File: config.mk
export PLATFORM = sky130hd
export DESIGN_NAME = clk_div_ctrl_flat
export DESIGN_NICKNAME = d
export VERILOG_FILES = /design/src/rtl/clk_div_pkg.sv /design/src/rtl/clk_div_ctrl_if.sv /design/src/rtl/clk_div_core.sv /design/src/rtl/clk_div_ctrl.sv /design/src/flat_wrapper.sv
export SDC_FILE = /design/constraint.sdc
export NUM_CORES = 1
export LEC_CHECK = 0
export ABC_AREA = 1
export CAP_MARGIN = 20
export CORE_AREA = 2 2 175 177
export CTS_CLUSTER_DIAMETER = 200
export DETAILED_ROUTE_END_ITERATION = 6
export DIE_AREA = 0 0 177 179
export PLACE_DENSITY = 0.46
export SKIP_LAST_GASP = 1
export SYNTH_ARGS = -nofsm -noshare
export SYNTH_HDL_FRONTEND = slang
export SYNTH_SLANG_ARGS = --single-unit
File: constraint.sdc
create_clock -name CLK -period 6.5 [get_ports CLK]
set_input_delay 1.3 -clock CLK [delete_from_list [all_inputs] [get_ports CLK]]
set_output_delay 1.3 -clock CLK [all_outputs]
set_load 0.005 [all_outputs]
File: src/rtl/clk_div_pkg.sv
// rtl/clk_div_pkg.sv - shared constants and FSM encoding for the clock divider
package clk_div_pkg;

    localparam int          W_DEF       = 32;
    localparam int unsigned N_RESET_DEF = 50000000;
    localparam int unsigned N_MIN       = 2;

    typedef enum logic [1:0] {
        IDLE  = 2'd0,
        RUN   = 2'd1,
        DRAIN = 2'd2
    } state_t;

endpackage

File: src/rtl/clk_div_ctrl_if.sv
// rtl/clk_div_ctrl_if.sv - ratio configuration handshake (valid/ready plus ratio)
interface clk_div_ctrl_if #(
    parameter int W = clk_div_pkg::W_DEF
) ();

    logic         cfg_valid;
    logic         cfg_ready;
    logic [W-1:0] cfg_n;

    modport master (
        output cfg_valid,
        output cfg_n,
        input  cfg_ready
    );

    modport slave (
        input  cfg_valid,
        input  cfg_n,
        output cfg_ready
    );

endinterface

File: src/rtl/clk_div_core.sv
// rtl/clk_div_core.sv - period counter, half-period compare and tick generation
module clk_div_core #(
    parameter int W = clk_div_pkg::W_DEF
) (
    input  logic         CLK,
    input  logic         RST_n,
    input  logic         run,
    input  logic [W-1:0] n_cur,
    output logic         last,
    output logic         div_out,
    output logic         tick
);

    logic [W-1:0] cnt;
    logic [W:0]   half;

    // One extra bit keeps (n_cur + 1) from overflowing for n_cur = 2^W-1.
    assign half = ({1'b0, n_cur} + (W + 1)'(1)) >> 1;
    assign last = (cnt == (n_cur - W'(1)));

    always_ff @(posedge CLK or negedge RST_n) begin
        if (!RST_n) begin
            cnt     <= '0;
            div_out <= 1'b0;
            tick    <= 1'b0;
        end else if (run) begin
            cnt     <= last ? '0 : cnt + W'(1);
            div_out <= ({1'b0, cnt} < half);
            tick    <= last;
        end else begin
            cnt     <= '0;
            div_out <= 1'b0;
            tick    <= 1'b0;
        end
    end

endmodule

File: src/rtl/clk_div_ctrl.sv
// rtl/clk_div_ctrl.sv - run/drain FSM, ratio handshake and pending-ratio register
module clk_div_ctrl
    import clk_div_pkg::*;
#(
    parameter int           W       = W_DEF,
    parameter logic [W-1:0] N_RESET = W'(N_RESET_DEF)
) (
    input  logic          CLK,
    input  logic          RST_n,
    input  logic          en,
    clk_div_ctrl_if.slave cfg,
    output logic          div_out,
    output logic          tick,
    output logic          busy,
    output logic          err
);

    state_t       state;
    state_t       state_nxt;
    logic [W-1:0] n_cur;
    logic [W-1:0] n_pend;
    logic         pend;
    logic         run;
    logic         last;
    logic         wrap;
    logic         xfer;
    logic         legal;

    assign cfg.cfg_ready = !pend;
    assign xfer          = cfg.cfg_valid && !pend;
    assign legal         = (cfg.cfg_n >= W'(N_MIN));
    assign run           = (state != IDLE);
    assign busy          = run;
    assign wrap          = run && last;

    always_ff @(posedge CLK or negedge RST_n) begin
        if (!RST_n) begin
            state <= IDLE;
        end else begin
            state <= state_nxt;
        end
    end

    always_comb begin
        state_nxt = state;
        case (state)
            IDLE:    if (en) state_nxt = RUN;
            RUN:     if (!en) state_nxt = wrap ? IDLE : DRAIN;
            DRAIN: begin
                if (en)        state_nxt = RUN;
                else if (wrap) state_nxt = IDLE;
            end
            default: state_nxt = IDLE;
        endcase
    end

    // n_cur only moves while stopped or on a wrap, so a period is never cut short.
    always_ff @(posedge CLK or negedge RST_n) begin
        if (!RST_n) begin
            n_cur  <= N_RESET;
            n_pend <= '0;
            pend   <= 1'b0;
            err    <= 1'b0;
        end else begin
            err <= xfer && !legal;
            if (!run) begin
                if (xfer && legal) n_cur <= cfg.cfg_n;
            end else if (wrap) begin
                pend <= 1'b0;
                if (xfer && legal) n_cur <= cfg.cfg_n;
                else if (pend)     n_cur <= n_pend;
            end else if (xfer && legal) begin
                n_pend <= cfg.cfg_n;
                pend   <= 1'b1;
            end
        end
    end

    clk_div_core #(.W(W)) u_core (
        .CLK     (CLK),
        .RST_n   (RST_n),
        .run     (run),
        .n_cur   (n_cur),
        .last    (last),
        .div_out (div_out),
        .tick    (tick)
    );

endmodule

File: src/flat_wrapper.sv
// flat-port wrapper written by rule: the top's interface ports become plain ports
module clk_div_ctrl_flat import clk_div_pkg::*;
#(
    parameter int           W       = W_DEF,
    parameter logic [W-1:0] N_RESET = W'(N_RESET_DEF)
)
  (CLK, RST_n, en, div_out, tick, busy, err, cfg_cfg_valid, cfg_cfg_n, cfg_cfg_ready);
  clk_div_ctrl_if #(.W(W)) cfg_i ();
  input  logic CLK;
  input  logic RST_n;
  input  logic en;
  output logic div_out;
  output logic tick;
  output logic busy;
  output logic err;
  input wire logic [$bits(cfg_i.cfg_valid)-1:0] cfg_cfg_valid;
  input wire logic [$bits(cfg_i.cfg_n)-1:0] cfg_cfg_n;
  output wire logic [$bits(cfg_i.cfg_ready)-1:0] cfg_cfg_ready;
  assign cfg_i.cfg_valid = cfg_cfg_valid;
  assign cfg_i.cfg_n = cfg_cfg_n;
  assign cfg_cfg_ready = cfg_i.cfg_ready;
  clk_div_ctrl #(.W(W), .N_RESET(N_RESET)) u_core (.CLK(CLK), .RST_n(RST_n), .en(en), .cfg(cfg_i), .div_out(div_out), .tick(tick), .busy(busy), .err(err));
endmodule
## Yosys cells after proc, flatten, opt, wreduce, memory -nomap -nowiden

Cells that the tools add are included.

| operators by class | value |
|---|---|
| order comparisons | 2 |
| mux-type cells | 17 |
| eq/ne operators | 8 |
| bitwise gates (word level) | 1 |
| reductions and logical operators | 14 |
| $add $sub $neg | 3 |

Operators with widths:

| operator | count |
|---|---|
| 32-bit two-way mux | 7 |
| 32-bit by 1-bit adder with 33-bit output, second input constant | 1 |
| 32-bit by 1-bit adder with 32-bit output, second input constant | 1 |
| 32-bit == test | 1 |
| 32-bit by 2-bit >= comparator with 1-bit output, second input constant | 1 |
| 32-bit < comparator | 1 |
| 32-bit by 1-bit subtractor with 32-bit output, second input constant | 1 |
| 2-bit two-way mux | 5 |
| 3-bit AND reduction | 3 |
| 3-bit by 2-bit inequality test with 1-bit output, second input constant | 2 |
| 2-bit one-hot mux with 3 select lines | 1 |
| 2-bit nonzero test | 3 |
| 1-bit logical AND | 4 |
| 1-bit two-way mux | 4 |
| 2-bit inequality test, second input constant | 2 |
| 2-bit by 1-bit == test with 1-bit output, second input constant | 1 |
| 2-bit == test, second input constant | 1 |
| 1-bit zero test | 2 |
| 2-bit zero test | 1 |
| 2-bit by 1-bit inequality test with 1-bit output, second input constant | 1 |
| 2-bit AND reduction | 1 |
| 1-bit NOT | 1 |

| word-level totals | value |
|---|---|
| bits of input ports | 36 |
| output and inout bits | 5 |
| logic and storage cells | 53 |
| register bits | 102 |

## Depth between registers and ports, before layout

Gate-level depths: netlist (run 1).

| logic depth | value |
|---|---|
| depth after elaboration | 6 |
| gate-level depth with buffers | 20 |
| gate-level depth less buffers | 20 |

## By module

A second synthesis (run 1) with hierarchy kept.

| second synthesis, totals | value |
|---|---|
| cells, all modules | 1,309 |
| area, all modules | 8,461.9 µm² |

Modules (own cells, without submodules):

| module | cells an instance | seq. area each (µm²) | area each (µm²) | times used |
|---|---|---|---|---|
| clk_div_core | 880 | 850.8 | 5,235.0 | 1 |
| clk_div_ctrl | 429 | 1,716.6 | 3,226.8 | 1 |

## Least setup slack after synthesis (run 1)

No wires, ideal clock.

| path | value |
|---|---|
| path kind | flip-flop to flip-flop |
| start | register u_core.n_cur[1] |
| end | register u_core.u_core.div_out |
| cell stages (with the launch flop) | 20 |
| data required time | 6.375 ns |
| data arrival time | 2.920 ns |
| path slack | 3.454 ns |
| clock period less this slack | 3.046 ns |
| setup time | 0.125 ns |
| cells stage by stage | dfrtp_1 > ha_1 > nand2_1 > nor2_2 > nand3_1 > nor3_1 > nand4_1 > nor2_1 > nand3_1 > nor2_1 > nand2_1 > nor2_1 > nand2_1 > xor2_1 > ha_1 > nand3_1 > nor3_1 > nand2_1 > nor3_1 > a21oi_1 |

| on the way | value |
|---|---|
| word-level cells in the longest chain between the ends | 3 |

Ends and longest elaborated chain:

| element | RTL line | source |
|---|---|---|
| from (decl) | clk_div_ctrl.sv:20 | `logic [W-1:0] n_cur;` |
| from (signal assigned) | clk_div_ctrl.sv:67 | `if (xfer && legal) n_cur <= cfg.cfg_n;` |
| from (signal assigned) | clk_div_ctrl.sv:70 | `if (xfer && legal) n_cur <= cfg.cfg_n;` |
| from (signal assigned) | clk_div_ctrl.sv:71 | `else if (pend) n_cur <= n_pend;` |
| 32-bit by 1-bit adder with 33-bit output | clk_div_core.sv:18 | `assign half = ({1'b0, n_cur} + (W + 1)'(1)) >> 1;` |
| 32-bit < comparator | clk_div_core.sv:28 | `div_out <= ({1'b0, cnt} < half);` |
| 1-bit two-way mux | clk_div_core.sv:26 | `end else if (run) begin` |
| to (signal assigned) | clk_div_core.sv:28 |  |
| to (decl) | clk_div_core.sv:10 | `output logic div_out,` |

Every way passes these cells.
A chain may end at the register's enable or synchronous reset.

## Final worst setup path (run 1)

| path | value |
|---|---|
| start | input cfg_cfg_n[4] |
| end | register u_core.n_cur[3] |

| on the way | value |
|---|---|
| word-level cells in the longest chain between the ends | 5 |

Ends and longest elaborated chain:

| element | RTL line | source |
|---|---|---|
| from (decl) | flat_wrapper.sv:17 | `input wire logic [$bits(cfg_i.cfg_n)-1:0] cfg_cfg_n;` |
| 32-bit by 2-bit >= comparator with 1-bit output (*) | clk_div_ctrl.sv:31 | `assign legal = (cfg.cfg_n >= W'(N_MIN));` |
| 1-bit logical AND (*) | clk_div_ctrl.sv:67, clk_div_ctrl.sv:70 |  |
| 32-bit two-way mux | clk_div_ctrl.sv:70 |  |
| 32-bit two-way mux | clk_div_ctrl.sv:68 | `end else if (wrap) begin` |
| 32-bit two-way mux | clk_div_ctrl.sv:66 | `if (!run) begin` |

Mark *: on every way between the ends. The rest lies on a longest branch, timed or not. The select of a mux whose other input is x is not followed.

==> metrics.cfg, run 1 <==
[clocking]
clockBufferDepth=2
cts-root-buf=clkbuf_16
post-cts-setup-buffers=0
insertion_delay_ns=0.36
cts_tree=built
clkTransAtPathRegs_ns=0.08
htreeDepth=3
cts.sinks=102
cts_inserted_buffers=9
cts_hold_buf=0
ctsResizeCount=0

[timing]
finalSetupViolations=0
post-route-min-period_ns=4.29
hold_viol=0
fin_hold_ws_ns=0.475
finalSetupTns_ns=0
worst_slew_margin_rel=0.336
finalMaxSlewViolations=0
worst_pin_slew_ns=0.993
rsz0062_at_grt=no
max_freq_mhz=233
finalCritPeriodShare=0.660
clock_skew_ns=0.0148

[final_layout]
final_net_count=1208
drive_above_1_share=0.0577
final_common_cell=nand2_1
final_util=0.290
nFillCells=3378
syn_to_final_growth_pct=13.9
multi_input_area_um2=4510
num_antenna_cells=0
finalNonFillerCells=1539
mostFrequentLayoutCells=nand2_1, nand3_1, nor2_1
seq_area_um2=2570

[die]
initial_core_util=0.255
core-area_um2=30000
die_y_um=179
rows=64
io_pins=41
die_w_um=177
dieArea_um2=31700

[route]
wl_per_cell_um=14.2
drt-vias-per-instance=4.50
drc=0
initialDrtViolationCount=326
totalWireLength_um=21800
drt-pass1-iter-count=4
antenna_left=0
vias=6920

[placement]
gp_congestion=0.841
port_buffers=40
hpwl_um=16600
dp.cells=1522

[synthesis]
synth-seq-cells=102
yosys_warnings=0
syn_nets=1197
syn_area_per_cell_um2=6.79
synth_area_leaders=dfrtp_1, nand2_1, nand3_1, nor2_1, ha_1
yosysTopAreaCell=dfrtp_1
synth_top_area_frac=0.294
yosysUniqueCellTypes=41
synth_area_um2=7650
synth_cells=1127
ys_seq_area_frac=0.336

[global_route]
grt_pass1_vias=6895
grt_antenna_before_repair=0
grt_usage=0.144
grt_pass1_wl_um=36200
grt_max_degree=67
grt_overflow=0

[power_and_ir_drop]
comb_power_share=0.415
peakVddDrop_uv=175
p_leak_nw=4.12
p_sw_frac=0.450
power_frac_clock=0.198
power.density_nw_per_um2=323
power_switching_mw=1.27
intPower_mw=1.55
seqPwrFrac=0.387
finalPower_mw=2.81

[critical_path]
critPathRequiredTime_ns=6.74
max_stage_delay_ns=0.78
cp_slowest_cell=nand2_1
crit_chain=clkdlybuf4s50_1 > nor4_1 > nand4_1 > or2_2 > nand3_1 > nand2_1 > nand2_1 > nand2_1 > nand3_1 > nand2_1
crit_fanout=32
cp-start-kind=input port
cp_common_cell=nand2_1
critPathCaptureType=register
criticalPathCategory=in2reg
arrival_ns=4.53

[job]
maxCapViolCount=0

[status]
status=finished clean

[hold_path]
min_path_type=reg2reg

==> area by class of cell <==
class / instances / area share
clock buffers: 10 / 0.0263
clock inverters: 6 / 0.00747
flip-flops and latches: 102 / 0.295
inverters: 91 / 0.0392
multi-input cells: 886 / 0.518
repair buffers: 48 / 0.0572
well taps: 396 / 0.0569
==> cell families after synthesis <==
group | after synthesis | synth area share
buffers and inverters | 139 | 0.0753
flip-flops | 102 | 0.336
AND/OR/NAND/NOR | 734 | 0.413
XOR/XNOR | 68 | 0.0834
AO/OA/AOI/OAI | 50 | 0.0371
adder cells (fa/ha/maj) | 34 | 0.0556
==> Yosys cell counts (all sizes together) <==
cell type and count:
o21bai 2, a21oi 18, nor4 15, nand2 391
o2111ai 1, inv 89, buf 21, a31o 1
clkbuf 27, dfstp 12, nand3 131, xor2 48
clkinv 2, a31oi 4, o211ai 1, o21ai 17
o21a 1, o31ai 2, or2 4, dfrtp 90
nand3b 4, nor2 139, a211oi 1, o22ai 1
a21o 1, xnor2 17, nor3b 2, xnor3 2
xor3 1, nor3 27, ha 34, nand4 21
==> power groups by stage <==
stage	logic (mW)	clock network, mW	registers, mW
global placement	1.16	0	1.10
global route	1.36	0.608	1.12
detailed placement	1.17	0	1.10
floorplan	1.03	0	0.927
CTS	1.18	0.586	1.09
finish	1.17	0.557	1.09
==> final timing paths <==
kind / from / end / slack (ns) / depth (start not counted)
setup / recovery: cfg_cfg_n[4] / u_core.n_cur[3]$_DFFE_PN0P_ / 2.21 / 10
hold / removal: u_core.n_pend[11]$_DFFE_PN0P_ / u_core.n_pend[11]$_DFFE_PN0P_ / 0.48 / 2
setup reg to reg: u_core.n_cur[0]$_DFFE_PN0P_ / u_core.n_cur[29]$_DFFE_PN0P_ / 2.24 / 19
hold reg to reg: u_core.n_pend[11]$_DFFE_PN0P_ / u_core.n_pend[11]$_DFFE_PN0P_ / 0.48 / 2
max in group asynchronous: RST_n / u_core.n_cur[28]$_DFFE_PN0P_ / 4.36 / 2
min in group asynchronous: RST_n / u_core.u_core.cnt[3]$_DFF_PN0_ / 1.04 / 1
==> worst max-delay path: cells and delay by family <==
| kind | cells | cell delay, ns |
|---|---|---|
| buffers and inverters | 1 | 0.46 |
| and+or+nand+nor | 9 | 2.75 |
==> flip-flops by register name, indices dropped and copies added (netlist names) <==
signal / flops
u_core.pend: 1
u_core.state: 2
u_core.n_cur: 32
u_core.n_pend: 32
u_core.u_core.cnt: 32
u_core.u_core.div_out: 1
u_core.err: 1
u_core.u_core.tick: 1
==> layer usage <==
metal | up-vias | share of wire | track usage
li1 | 3647 | - | -
met1 | 3165 | 0.52 | 0.203
met2 | 90 | 0.44 | 0.228
met3 | 18 | 0.022 | 0.0201
met4 | 0 | 0.017 | 0.0434
met5 | - | 0 | 0
==> metrics by stage <==
step                instance area, um2  worst slack [ns]
finish                            8710              2.21
global route                      8710              1.79
CTS                               8680              1.66
detailed placement                8390              1.66
global placement                  8360              1.60
floorplan                         7650              3.45
Note: power is estimated with default switching activity, not from simulation.
==> run 2, diff against run 1 <==
==> constraint.sdc (replaced) <==
create_clock -name CLK -period 4.4 [get_ports CLK]
set_input_delay 0.88 -clock CLK [delete_from_list [all_inputs] [get_ports CLK]]
set_output_delay 0.88 -clock CLK [all_outputs]
set_load 0.005 [all_outputs]
==> run 2 against run 1 <==
Register-to-register slack got worse by 1.6 ns. Design area barely moved. Sequential share of layout area is essentially flat. Sequential cell count did not move. Die area unchanged. Core utilization hardly changed. Count of clock-buffer cells in the layout did not move.
==> metrics.cfg, run 2 (synthesis results as in run 1) <==
[die]
dieArea_um2=31700  ; unchanged
die_w_um=177  ; unchanged
die_y_um=179  ; unchanged
io_pins=41  ; unchanged
initial_core_util=0.255  ; unchanged
core-area_um2=30000  ; unchanged
rows=64  ; unchanged

[hold_path]
min_path_cells=1  ; -1
hold-path-endpoint=u_core.state[0]$_DFFE_PN0P_
hold_path_startpoint=u_core.state[1]$_DFFE_PN0P_
min_path_type=reg2reg

[status]
status=finished clean

[route]
antenna_left=0  ; unchanged
drc=0  ; unchanged
totalWireLength_um=22100  ; +1.5%
vias=6967  ; +0.68%
drt-vias-per-instance=4.51  ; +0.35%
wl_per_cell_um=14.3  ; +1.1%
drt-pass1-iter-count=6  ; +2
initialDrtViolationCount=373  ; +14%

[clocking]
post-cts-setup-buffers=0  ; unchanged
clockBufferDepth=2  ; unchanged
cts_tree=built
ctsResizeCount=0  ; unchanged
clkTransAtPathRegs_ns=0.08  ; about the same
cts-root-buf=clkbuf_16
htreeDepth=3  ; unchanged
insertion_delay_ns=0.37  ; about the same
cts_hold_buf=0  ; unchanged
cts.sinks=102  ; unchanged
cts_inserted_buffers=9  ; unchanged

[timing]
max_freq_mhz=265
fin_hold_ws_ns=0.464  ; -0.0109 ns
worst_pin_slew_ns=0.766  ; -0.227 ns
worst_slew_margin_rel=0.485  ; +0.148
finalSetupTns_ns=0  ; unchanged
rsz0062_at_grt=no
hold_viol=0  ; unchanged
finalCritPeriodShare=0.858
finalSetupViolations=0  ; unchanged
finalMaxSlewViolations=0  ; unchanged
clock_skew_ns=0.0159  ; +0.00109 ns
post-route-min-period_ns=3.78

[final_layout]
mostFrequentLayoutCells=nand2_1, nand3_1, nor2_1
final_net_count=1213  ; +0.41%
drive_above_1_share=0.0618  ; +0.00410
multi_input_area_um2=4510  ; unchanged
stdcell_area_um2=8700  ; about the same
nFillCells=3368  ; -0.30%
final_common_cell=nand2_1
num_antenna_cells=0  ; unchanged
reg.largest.list=u_core.n_cur x32, u_core.n_pend x32, u_core.u_core.cnt x32
syn_to_final_growth_pct=13.8  ; about the same
seq_area_um2=2570  ; unchanged

[global_route]
grt_overflow=0  ; unchanged
grt_usage=0.148  ; +0.00330
grt_antenna_before_repair=0  ; unchanged
grt_pass1_vias=6832  ; -0.91%
grt_pass1_wl_um=36700  ; +1.3%
grt_max_degree=54  ; -19%

[critical_path]
cp_common_cell=nand2_1
arrival_ns=4.02  ; -0.51 ns
cp-start-kind=register
cp_slowest_cell=dfrtp_1
reg2reg_depth=19  ; unchanged
max_stage_delay_ns=0.46  ; -0.32 ns
criticalPathCategory=reg2reg
critPathCaptureType=register
crit_chain=ha_1 > nand2_1 > nor2_2 > nand3_1 > nor3_1 > nand4_1 > nor2_1 > nand3_1 > nor2_1 > nand2_1 > nor2_1 > nand2_1 > xor2_1 > ha_1 > nand3_1 > nor3_1 > nand2_1 > nor3_1 > a21oi_1
r2r-end=u_core.u_core.div_out$_DFF_PN0_
r2r_slack_ns=0.62  ; -1.62 ns
reg2reg_from=u_core.n_cur[1]$_DFFE_PN0P_
crit_fanout=5  ; -84%
critPathRequiredTime_ns=4.65  ; -2.09 ns

[placement]
hpwl_um=16600  ; about the same
placed_area_um2=8410  ; +0.30%
port_buffers=40  ; unchanged
gp_congestion=0.868  ; +3.2%

[power_and_ir_drop]
peakVddDrop_uv=226  ; +30%
p_leak_nw=4.13  ; about the same
power.density_nw_per_um2=477  ; +48%

[job]
maxCapViolCount=0  ; unchanged

==> run 2: worst max path at each step <==
| stage | from | endpoint | slack [ns] | depth (start not counted) |
|---|---|---|---|---|
| after global placement | u_core.n_cur[0]$_DFFE_PN0P_ | u_core.u_core.div_out$_DFF_PN0_ | 0.61 | 19 |
| after detailed placement | u_core.n_cur[1]$_DFFE_PN0P_ | u_core.u_core.div_out$_DFF_PN0_ | 0.57 | 19 |
| after CTS | u_core.n_cur[1]$_DFFE_PN0P_ | u_core.u_core.div_out$_DFF_PN0_ | 0.58 | 19 |
| after global routing | u_core.n_cur[0]$_DFFE_PN0P_ | u_core.u_core.div_out$_DFF_PN0_ | 0.14 | 20 |
| after floorplan | u_core.n_cur[1]$_DFFE_PN0P_ | u_core.u_core.div_out$_DFF_PN0_ | 1.35 | 19 |
| final | u_core.n_cur[1]$_DFFE_PN0P_ | u_core.u_core.div_out$_DFF_PN0_ | 0.62 | 19 |
==> run 2: metrics by stage <==
| stage | total power, mW | setup slack (ns) | util | instances |
|---|---|---|---|---|
| 6_report | 4.16 | 0.624 | 0.290 | 1544 |
| 5_1_grt | 4.58 | 0.138 | 0.290 | 1544 |
| 4_1_cts | 4.20 | 0.580 | 0.290 | 1544 |
| 3_5_place_dp | 3.35 | 0.572 | 0.280 | 1528 |
| 3_3_place_gp | 3.33 | 0.607 | 0.280 | 1528 |
| 2_1_floorplan | 2.89 | 1.35 | - | 1127 |
==> run 2: cell type report <==
type	instances	area share
tap	396	0.0569
clock inverter	6	0.00719
inverter	91	0.0392
multi-input combinational	886	0.518
clock buffer	10	0.0263
sequential	102	0.295
timing repair buffer	53	0.0569
==> run 2: per-layer routing <==
layer,up-vias,global-route usage,part of all wire
li1,3643,-,-
met1,3208,0.204,0.51
met2,100,0.244,0.46
met3,16,0.0195,0.024
met4,0,0.0351,0.011
met5,-,0,0
==> run 2: report_power, final <==
| part | switching (mW) | internal (mW) | total [mW] |
|---|---|---|---|
| Sequential | 0.395 | 1.22 | 1.61 |
| Clock | 0.424 | 0.402 | 0.825 |
| Combinational | 1.06 | 0.658 | 1.72 |
| Total | 1.88 | 2.28 | 4.16 |
==> run 2: critical path, delay by kind of cell (launching register included) <==
family                   cells  cell delay (ns)
AND/OR/NAND/NOR             15             2.39
flip-flops                   1             0.46
adder cells (fa/ha/maj)      2             0.53
AO/OA/AOI/OAI                1             0.10
XOR/XNOR                     1             0.17
==> run 3, diff against run 2 <==
--- a/config.mk
+++ b/config.mk
@@ -7,11 +7,11 @@
 export LEC_CHECK = 0
 export ABC_AREA = 1
 export CAP_MARGIN = 20
-export CORE_AREA = 2 2 175 177
+export CORE_AREA = 2 2 115 117
 export CTS_CLUSTER_DIAMETER = 200
 export DETAILED_ROUTE_END_ITERATION = 6
-export DIE_AREA = 0 0 177 179
-export PLACE_DENSITY = 0.46
+export DIE_AREA = 0 0 117 119
+export PLACE_DENSITY = 0.85
 export SKIP_LAST_GASP = 1
 export SYNTH_ARGS = -nofsm -noshare
 export SYNTH_HDL_FRONTEND = slang
==> run 3 against run 2 <==
Core utilization grew 36 points. Die area shrank 56%. Setup slack gained 0.10 ns. Clock power shrank 7.2%. Global-route usage grew 13 points. Sequential share of layout area grew 1.1 points. Clock skew shrank 0.011 ns. Power shrank 2.2%. Design area shrank 3.5%. Fmax grew 2.8%. Critical path type unchanged. First-iteration DRC count grew 13%.
==> metrics.cfg, run 3 (synthesis results as in run 1) <==
[route]
antenna_left=0  ; unchanged
drt-vias-per-instance=5.47  ; +21%
initialDrtViolationCount=423  ; +13%
vias=7226  ; +3.7%
drt-pass1-iter-count=5  ; -1
totalWireLength_um=18000  ; -19%
drc=0  ; unchanged
wl_per_cell_um=13.6  ; -4.8%

[power_and_ir_drop]
comb_power_share=0.421  ; +0.007
p_leak_nw=4.11  ; -0.39%
peakVddDrop_uv=257  ; +14%
p_sw_frac=0.443  ; -0.00932
power.density_nw_per_um2=484  ; +1.3%
power_frac_clock=0.189  ; -0.010
intPower_mw=2.26  ; -0.58%
seqPwrFrac=0.390  ; +0.002
power_switching_mw=1.80  ; -4.3%

[clocking]
cts_hold_buf=0  ; unchanged
htreeDepth=3  ; unchanged
cts-root-buf=clkbuf_16
clockBufferDepth=2  ; unchanged
clkTransAtPathRegs_ns=0.07  ; about the same
cts_tree=built
insertion_delay_ns=0.36  ; about the same
ctsResizeCount=0  ; unchanged
post-cts-setup-buffers=0  ; unchanged
cts.sinks=102  ; unchanged
cts_inserted_buffers=9  ; unchanged

[final_layout]
mostFrequentLayoutCells=nand2_1, nand3_1, nor2_1
num_antenna_cells=0  ; unchanged
syn_to_final_growth_pct=9.83
final_net_count=1210  ; -0.25%
drive_above_1_share=0.0594  ; -0.00246
final_util=0.652  ; +0.363
final_common_cell=nand2_1
nFillCells=1113  ; -67%
reg.largest.list=u_core.n_cur x32, u_core.n_pend x32, u_core.u_core.cnt x32

[global_route]
grt_max_degree=75  ; +39%
grt_pass1_wl_um=30800  ; -16%
grt_antenna_before_repair=0  ; unchanged
grt_usage=0.278  ; +0.131
grt_overflow=0  ; unchanged
grt_pass1_vias=6615  ; -3.2%

[critical_path]
criticalPathCategory=reg2reg
reg2reg_from=u_core.n_cur[1]$_DFFE_PN0P_
path_buf_inv=0  ; unchanged
arrival_ns=3.91  ; -0.11 ns
r2r_slack_ns=0.73  ; +0.10 ns
cp-start-kind=register
critPathRequiredTime_ns=4.64  ; about the same
critPathCaptureType=register
reg2reg_depth=19  ; unchanged
critPathTopFamily=simple AND/OR/NAND/NOR gates
r2r-end=u_core.u_core.div_out$_DFF_PN0_
cp_slowest_cell=dfrtp_1
max_stage_delay_ns=0.44  ; -0.02 ns
crit_chain=ha_1 > nand2_1 > nor2_2 > nand3_1 > nor3_1 > nand4_1 > nor2_1 > nand3_1 > nor2_1 > nand2_1 > nor2_1 > nand2_1 > xor2_1 > ha_1 > nand3_1 > nor3_1 > nand2_1 > nor3_1 > a21oi_1
crit_fanout=5  ; unchanged
cp_common_cell=nand2_1

[timing]
finalSetupTns_ns=0  ; unchanged
rsz0062_at_grt=no
post-route-min-period_ns=3.67  ; -0.102 ns
worst_pin_slew_ns=0.921  ; +0.156 ns
fin_hold_ws_ns=0.465  ; +0.000513 ns
clock_skew_ns=0.00456  ; -0.0113 ns
worst_slew_margin_rel=0.386  ; -0.0990
finalMaxSlewViolations=0  ; unchanged
worst_slack_ns=0.725  ; +0.102 ns
finalSetupViolations=0  ; unchanged
max_freq_mhz=272  ; +2.8%
hold_viol=0  ; unchanged
finalCritPeriodShare=0.835  ; -0.0231

[job]
maxCapViolCount=0  ; unchanged

[placement]
port_buffers=40  ; unchanged
dp_slack_ns=0.723  ; +0.151 ns
hpwl_um=13400  ; -19%
gp_congestion=0.930  ; +7.1%

[hold_path]
min_path_type=reg2reg
hold_path_startpoint=u_core.state[1]$_DFFE_PN0P_
min_path_cells=1  ; unchanged
hold-path-endpoint=u_core.state[0]$_DFFE_PN0P_

[die]
die_y_um=119  ; -34%
io_pins=41  ; unchanged
core-area_um2=12900  ; -57%
initial_core_util=0.594  ; +0.339
rows=42  ; -34%
dieArea_um2=13900  ; -56%
die_w_um=117  ; -34%

[status]
status=finished clean

==> run 3: changes by cell type in the layout (fill, tap and decap cells not counted), sizes merged <==
| cell | delta |
|---|---|
| buf | -3 |
| inv | -2 |
| clkinv | +2 |
==> run 3: per-layer routing <==
layer  wire (um)  track usage
met3         807       0.0372
met2        8250        0.418
met4         654        0.127
met5           0            0
met1        8290        0.398
==> run 3: layout make-up <==
cell class	count	area, um2	share of cell area
tap	176	220	0.0262
inverter	91	342	0.0407
timing repair buffer	50	485	0.0578
multi-input combinational	886	4510	0.537
clock buffer	10	229	0.0273
clock inverter	6	45.0	0.00536
sequential	102	2570	0.306
==> run 3: power groups by stage <==
| stage | combinational, mW | sequential (mW) | clock [mW] |
|---|---|---|---|
| CTS | 1.71 | 1.57 | 0.774 |
| floorplan | 1.52 | 1.37 | 0 |
| global route | 1.98 | 1.63 | 0.810 |
| global placement | 1.64 | 1.58 | 0 |
| finish | 1.71 | 1.58 | 0.766 |
| detailed placement | 1.70 | 1.59 | 0 |
==> run 3: worst max path at each step <==
stage	endpoint	depth (start not counted)	slack, ns	startpoint
after global placement	u_core.u_core.div_out$_DFF_PN0_	19	0.74	u_core.n_cur[0]$_DFFE_PN0P_
after detailed placement	u_core.u_core.div_out$_DFF_PN0_	19	0.72	u_core.n_cur[0]$_DFFE_PN0P_
final	u_core.u_core.div_out$_DFF_PN0_	19	0.73	u_core.n_cur[1]$_DFFE_PN0P_
after floorplan	u_core.u_core.div_out$_DFF_PN0_	19	1.35	u_core.n_cur[1]$_DFFE_PN0P_
after CTS	u_core.u_core.div_out$_DFF_PN0_	19	0.70	u_core.n_cur[0]$_DFFE_PN0P_
after global routing	u_core.u_core.div_out$_DFF_PN0_	20	0.32	u_core.n_cur[1]$_DFFE_PN0P_
==> run 3: through the flow <==
step                      instances  power (mW)  area (um2)
after CTS                      1321        4.06        8400
after global placement         1305        3.22        8130
after detailed placement       1305        3.29        8130
after global routing           1321        4.42        8400
after floorplan                1127        2.89        7650
final                          1321        4.06        8400
